## src/rtl/vec_tile_pkg.sv

```systemverilog
// vec_tile_pkg: shared FSM state type and default sizing for the vector memory loader
package vec_tile_pkg;

    typedef enum logic [1:0] {FILL, REQ, WAIT_ACK, FIRE} state_t;

    localparam int WIDTH_DEF      = 16;
    localparam int NUM_INPUTS_DEF = 8;
    localparam int TIMEOUT_DEF    = 64;

endpackage

```

## src/rtl/vec_lane_assembler.sv

```systemverilog
// vec_lane_assembler: lane index, lane registers and zero-fill of unused lanes
module vec_lane_assembler
    import vec_tile_pkg::*;
#(
    parameter int width      = WIDTH_DEF,
    parameter int num_inputs = NUM_INPUTS_DEF
) (
    input  logic             clk,
    input  logic             reset,
    input  logic             acc_i,
    input  logic [width-1:0] data_i,
    input  logic             last_i,
    input  logic             clr_i,
    output logic             done_o,
    output logic             idx_zero_o,
    output logic [width-1:0] lanes_o [num_inputs:0]
);

    localparam int IW = $clog2(num_inputs + 2);

    logic [IW-1:0]    idx_q, idx_d;
    logic [width-1:0] lanes_q [num_inputs:0];
    logic [width-1:0] lanes_d [num_inputs:0];

    assign done_o     = acc_i & (last_i | (idx_q == IW'(num_inputs)));
    assign idx_zero_o = idx_q == '0;
    assign lanes_o    = lanes_q;

    // first word of a vector clears stale lanes so a short vector reads zero above its end
    always_comb begin
        idx_d = clr_i ? '0 : acc_i ? idx_q + IW'(1) : idx_q;
        for (int i = 0; i <= num_inputs; i++)
            lanes_d[i] = !acc_i ? lanes_q[i] : (idx_q == IW'(i)) ? data_i : (idx_q == '0) ? '0 : lanes_q[i];
    end

    // lane and index registers
    always_ff @(posedge clk or negedge reset) begin
        if (!reset) begin
            idx_q   <= '0;
            lanes_q <= '{default: '0};
        end else begin
            idx_q   <= idx_d;
            lanes_q <= lanes_d;
        end
    end

endmodule

```

## src/rtl/vec_mem_loader.sv

```systemverilog
// vec_mem_loader: gathers scalar words into a lane vector, writes it to memory, optionally fires the FU
// Define VEC_LOADER_TIMEOUT_EN to enable the write_ack watchdog and err_timeout.
module vec_mem_loader
    import vec_tile_pkg::*;
#(
    parameter int width          = WIDTH_DEF,
    parameter int num_inputs     = NUM_INPUTS_DEF,
    parameter int timeout_cycles = TIMEOUT_DEF
) (
    input  logic             clk,
    input  logic             reset,
    input  logic             in_valid,
    output logic             in_ready,
    input  logic [width-1:0] in_data,
    input  logic             in_last,
    input  logic             auto_run,
    input  logic             write_rdy,
    output logic             write_en,
    output logic [width-1:0] w_data_out [num_inputs:0],
    input  logic             write_ack,
    output logic             on_off,
    output logic             busy,
    output logic [15:0]      vec_count,
    output logic             err_timeout
);

    state_t      state_q;
    logic        write_en_q, on_off_q;
    logic [15:0] vec_count_q;
    logic        done, idx_zero, commit, timeout;

    assign in_ready  = state_q == FILL;
    assign commit    = (state_q == WAIT_ACK) & write_ack;
    assign busy      = (state_q != FILL) | !idx_zero;
    assign write_en  = write_en_q;
    assign on_off    = on_off_q;
    assign vec_count = vec_count_q;

    vec_lane_assembler #(.width(width), .num_inputs(num_inputs)) u_lanes (
        .clk        (clk),
        .reset      (reset),
        .acc_i      (in_valid & in_ready),
        .data_i     (in_data),
        .last_i     (in_last),
        .clr_i      (commit | timeout),
        .done_o     (done),
        .idx_zero_o (idx_zero),
        .lanes_o    (w_data_out)
    );

`ifdef VEC_LOADER_TIMEOUT_EN
    localparam int TW = $clog2(timeout_cycles + 1);

    logic [TW-1:0] wd_q;
    logic          err_q;

    assign timeout     = (state_q == WAIT_ACK) & !write_ack & (wd_q == TW'(timeout_cycles - 1));
    assign err_timeout = err_q;

    // watchdog counts WAIT_ACK cycles; the error flag is sticky until reset
    always_ff @(posedge clk or negedge reset) begin
        if (!reset) begin
            wd_q  <= '0;
            err_q <= 1'b0;
        end else begin
            wd_q  <= ((state_q == WAIT_ACK) & !timeout) ? wd_q + TW'(1) : '0;
            err_q <= err_q | timeout;
        end
    end
`else
    assign timeout     = 1'b0;
    assign err_timeout = 1'b0;
`endif

    // control FSM with registered write_en, on_off and commit counter
    always_ff @(posedge clk or negedge reset) begin
        if (!reset) begin
            state_q     <= FILL;
            write_en_q  <= 1'b0;
            on_off_q    <= 1'b0;
            vec_count_q <= '0;
        end else begin
            on_off_q <= 1'b0;
            case (state_q)
                FILL: if (done) state_q <= REQ;
                REQ: if (write_rdy) begin
                    state_q    <= WAIT_ACK;
                    write_en_q <= 1'b1;
                end
                WAIT_ACK: if (write_ack) begin
                    write_en_q  <= 1'b0;
                    vec_count_q <= vec_count_q + 16'd1;
                    on_off_q    <= auto_run;
                    state_q     <= auto_run ? FIRE : FILL;
                end else if (timeout) begin
                    write_en_q <= 1'b0;
                    state_q    <= FILL;
                end
                default: state_q <= FILL;
            endcase
        end
    end

endmodule
```

## config.mk

```make
export PLATFORM = sky130hd
export DESIGN_NAME = vec_mem_loader
export DESIGN_NICKNAME = d
export VERILOG_FILES = /design/src/rtl/vec_tile_pkg.sv /design/src/rtl/vec_lane_assembler.sv /design/src/rtl/vec_mem_loader.sv
export SDC_FILE = /design/constraint.sdc
export NUM_CORES = 1
export LEC_CHECK = 0
export ABC_AREA = 1
export BUFFER_PORTS_ARGS = -buffer_cell sky130_fd_sc_hd__buf_2
export CAP_MARGIN = 20
export CORE_MARGIN = 4
export CORE_UTILIZATION = 40
export CTS_CLUSTER_SIZE = 10
export DETAILED_ROUTE_END_ITERATION = 7
export PLACE_DENSITY = 0.68
export SKIP_LAST_GASP = 1
export SYNTH_ARGS = -nofsm -noshare
export SYNTH_HDL_FRONTEND = slang
export SYNTH_SLANG_ARGS = --single-unit
```

## constraint.sdc

```tcl
create_clock -name clk -period 2.9 [get_ports clk]
set_input_delay 0.58 -clock clk [delete_from_list [all_inputs] [get_ports clk]]
set_output_delay 0.58 -clock clk [all_outputs]
set_load 0.02 [all_outputs]
```

# --- Word level (Yosys, flattened, before mapping) ---
# Cells that the tools add are included.
op_classes:
  reduce_logical: 26
  bitwise_logic: 5
  n_eq_ne: 13
  n_addsub: 2
  muxes: 21
op_table:
  columns: ["operator", "count"]
  rows:
  - ["two-way mux 16 bit", 9]
  - ["nonzero test 2 bit", 11]
  - ["AND reduction 2 bit", 10]
  - ["adder 16 x 1 -> 16 bit, second input constant", 1]
  - ["equality test 4 x 3 -> 1 bit, second input constant", 4]
  - ["equality test 4 x 2 -> 1 bit, second input constant", 2]
  - ["two-way mux 2 bit", 4]
  - ["two-way mux 4 bit", 2]
  - ["one-hot mux 2 bit (3 select lines)", 1]
  - ["AND reduction 3 bit", 2]
  - ["adder 4 x 1 -> 4 bit, second input constant", 1]
  - ["equality test 4 x 1 -> 1 bit, second input constant", 1]
  - ["equality test 4 bit, second input constant", 1]
  - ["zero test 4 bit", 1]
  - ["two-way mux 1 bit", 4]
  - ["!= test 2 bit, second input constant", 2]
  - ["AND 1 bit", 3]
  - ["equality test 2 x 1 -> 1 bit, second input constant", 1]
  - ["equality test 2 bit, second input constant", 1]
  - ["zero test 2 bit", 1]
  - ["!= test 2 x 1 -> 1 bit, second input constant", 1]
  - ["OR 1 bit", 2]
  - ["one-hot mux 1 bit (2 select lines)", 1]
  - ["zero test 1 bit", 1]
word_totals:
  word_cells: 81
  regBits: 168
  out_inout_bits: 165

# --- Logic depth before layout (Yosys ltp) ---
depth:
  word_depth: 5
  mapped_depth: 9
  ltp_nobuf: 8

# --- Cells and area by module ---
# A second synthesis with hierarchy kept.
unflattened:
  hier_cells: 816
  hier_area_um2: 7200.7
modules_own_cells:
  columns: ["module", "cells_each", "seq_area_each_um2", "area_per_inst_um2", "instances"]
  rows:
  - ["vec_lane_assembler", 675, 3703.6, 6087.1, 1]
  - ["vec_mem_loader", 141, 500.5, 1113.6, 1]

# --- Least setup slack after synthesis ---
# No wires, ideal clock.
synth_timing:
  path_kind: "register to output"
  startpoint: "register u_lanes.idx_q[0]"
  endpoint: "output port busy"
  setup_slack_ps: 1225
  n_path_buf: 0
  stages_incl_launch_ff: 6
  arrival_time_ps: 1095
  path_cell_list: "dfrtp_1 inv_1 ha_1 nand2_1 nor2_1 nand2_1"
synth_between:
  elab_chain_cells: 3
synth_lines:
  columns: ["element", "line", "source"]
  rows:
  - ["start: declaration", "vec_lane_assembler.sv:21", "logic [IW-1:0] idx_q, idx_d;"]
  - ["start signal: assignment", "vec_lane_assembler.sv:42", "idx_q <= idx_d;"]
  - ["zero test 4 bit", "vec_lane_assembler.sv:26", "assign idx_zero_o = idx_q == '0;"]
  - ["zero test 1 bit", "vec_mem_loader.sv:34", "assign busy = (state_q != FILL) | !idx_zero;"]
  - ["OR 1 bit", "vec_mem_loader.sv:34", null]
  - ["end: declaration", "vec_mem_loader.sv:22", "output logic busy,"]
# Every way passes these cells.

# --- Worst setup path in the final report ---
# Ends and elaborated chain as after synthesis.

==> flow_summary_export.csv <==
group,metric,value,unit
run_status,status,"finished, final reports clean",
logic_synthesis,yosys.area_share.adder,0.9146,%
sta,worstMarginPinSlew,0.6231,ns
logic_synthesis,synth_mux_area_share,0,%
cells_and_area,fin_util,50.87,%
floorplanning,dieArea,19260,sq um
route,vias,5478,
hold_path,hold_class,"in2async",
place,portBuffers,186,
sta,setup_viol,0,
setup_path,start_kind,"register",
setup_path,cp_max_fo,4,
global_routing,grt_overflow,0,
route,drtIter0Drc,321,
clock_tree,clk_pin_slew,0.06,ns
sta,rsz0062_at_grt,"no",
cells_and_area,syn2layout_area_growth,23.76,%
logic_synthesis,synth_top_family_by_area,"simple AND/OR/NAND/NOR gates",
logic_synthesis,synth_simple_gate_area_share,15.64,%
global_routing,grt_antenna_before_repair,0,
cells_and_area,layout_commonest_cell,"buf_2",
global_routing,grt_pass1_wl,30660,microns
sta,period_share,80.52,%
clock_tree,cts_tree,"built",
floorplanning,rows,47,
route,drt_wl_total,19540,microns
setup_path,crit_required,2.32,ns
logic_synthesis,synth.distinct_cells,29,
clock_tree,cts_setup_buffers,0,
logic_synthesis,ys_seq_area_share,61.46,%
clock_tree,hold_buffers,0,
global_routing,track_usage,20.39,%
cells_and_area,n_antenna_cell,0,
route,ant_nets,0,
logic_synthesis,synthXorXnorAreaFrac,1.408,%
global_routing,grt_pass1_vias,5185,
logic_synthesis,yosys_warnings,0,
clock_tree,cts_resized,0,
sta,drv_slew,0,
sta,slew_headroom,58.31,%
clock_tree,cts_root_buf,"clkbuf_16",
cells_and_area,final_area,8466,sq um
floorplanning,initial_utilization,41.10,%
place,placed_area,7861,sq um
cells_and_area,final_layout_size_suffix_gt1_share,31.24,%
power_and_ir_drop,p_per_area,1123,nW/um^2
cells_and_area,nFillCells,1542,
sta,setup-tns-final,0,ns
place,hpwl,13190,microns
run,cap_viol_max_count,0,
logic_synthesis,synthCells,658,
power_and_ir_drop,ir_drop,0.4704,mV
route,routedWlPerCell,18.40,microns
logic_synthesis,syn_avg_cell_area,10.40,sq um
route,avgViaCountPerCell,5.158,
clock_tree,cts.sinks,168,
place,gp_congestion,0.8334,
route,drc_errors,0,
cells_and_area,mostFrequentLayoutCells,"buf_2, dfrtp_1, nand3_1, o21ai_1, nand2_1",
floorplanning,pin_count,188,
logic_synthesis,synth_top_area_share,61.46,%
floorplanning,die_h,138.8,microns
sta,finalHoldViolations,0,
logic_synthesis,ys_seq_elements,168,
cells_and_area,nets,857,
setup_path,cp.arrival,1.76,ns
logic_synthesis,synth_area,6840,sq um
floorplanning,die-width,138.8,microns
sta,fmax,428.3,MHz
clock_tree,htreeDepth,4,
setup_path,end_kind,"output pin",
setup_path,r2r_slack,0.91,ns
sta,finClkSkew,0.01209,ns
route,drtPass1Iterations,5,
clock_tree,clock_latency,0.43,ns
logic_synthesis,synth_top_area_cell,"dfrtp_1",
logic_synthesis,ys_top_cells_by_area,"dfrtp_1, nand3_1, o21ai_1",
setup_path,timing_worst_setup_path_type,"reg2out",
sta,period_minus_slack,2.335,ns
clock_tree,numCtsBuffers,17,
logic_synthesis,synth_fp_nets,686,
global_routing,grt_max_degree,92,
floorplanning,core,16640,sq um
clock_tree,clockBufferDepth,2,
power_and_ir_drop,cellLeakagePower,4.439,nW
logic_synthesis,synth_compound_area_share,14.23,%
-- cell usage after synthesis, drive strengths merged --
| master | count |
|---|---|
| a21oi | 1 |
| buf | 36 |
| clkbuf | 6 |
| conb | 1 |
| dfrtp | 168 |
| ha | 5 |
| inv | 39 |
| nand2 | 80 |
| nand3 | 115 |
| nand3b | 2 |
| nand4 | 3 |
| nor2 | 22 |
| nor3 | 2 |
| o21ai | 151 |
| o31ai | 16 |
| xnor2 | 6 |
| xor2 | 5 |
-- through the flow --
step	hold WS [ns]	total power, W	cells	setup WS, ns
6_report	0.08543	0.009503	1062	0.5650
5_1_grt	0.09740	0.01007	1062	0.4114
4_1_cts	0.08741	0.009590	1062	0.5374
3_5_place_dp	0.4709	0.007279	1030	0.8526
3_3_place_gp	0.4678	0.007199	1030	0.8862
2_1_floorplan	0.2844	0.006003	658	1.225
-- layer usage --
metal  global-route usage, %  vias to the layer above  share of wire [%]
met1                   27.68                     2660                 43
met5                       0                        -                  0
li1                        -                     2608                  -
met4                   5.870                        0                1.8
met3                   6.379                       24                8.1
met2                   31.78                      186                 47
-- where the power goes --
part,total [W],switching (W),internal [W]
clock network,0.00229,0.000939,0.00135
logic,0.00356,0.00243,0.00113
registers,0.00365,0.000501,0.00315
total,0.00950,0.00387,0.00564
-- state kept, by name, indices dropped and copies added, names as in the netlist --
signal           count
on_off               1
u_lanes.lanes_o    144
state_q              2
u_lanes.idx_q        4
write_en             1
vec_count           16
-- cell type report --
class | count | area [sq um] | area share [%]
repair buffers | 194 | 1022 | 12.08
well taps | 220 | 275.3 | 3.252
flip-flops and latches | 168 | 4204 | 49.66
multi-input cells | 409 | 2211 | 26.12
clock inverters | 11 | 133.9 | 1.581
inverters | 39 | 148.9 | 1.759
clock buffers | 21 | 470.5 | 5.557
-- critical path, stage by stage, from the launching register on --
cell     delay [ns]
dfrtp_1        0.42
inv_1          0.13
ha_1           0.24
nand2_1        0.10
nor2_1         0.21
nand2_1        0.07
buf_2          0.17
-- final timing paths --
kind	startpoint	end	depth (start not counted)
max	u_lanes.idx_q[0]$_DFFE_PN0P_	busy	6
min	reset	u_lanes.lanes_o[105]$_DFFE_PN0P_	1
max reg2reg	state_q[0]$_DFFE_PN0P_	u_lanes.lanes_o[96]$_DFFE_PN0P_	6
min reg2reg	u_lanes.lanes_o[142]$_DFFE_PN0P_	u_lanes.lanes_o[142]$_DFFE_PN0P_	2
max in group asynchronous	reset	u_lanes.lanes_o[51]$_DFFE_PN0P_	2
min in group clk	write_ack	on_off$_DFF_PN0_	3
-- cell families after synthesis --
kind of cell | after synthesis
and+or+nand+nor | 224
AOI/OAI and AO/OA | 168
DFF | 168
buffers and inverters | 81
xor gates and xnor gates | 11
adders and majority gates | 5
other | 1
Note: power is estimated with default switching activity, not from simulation.
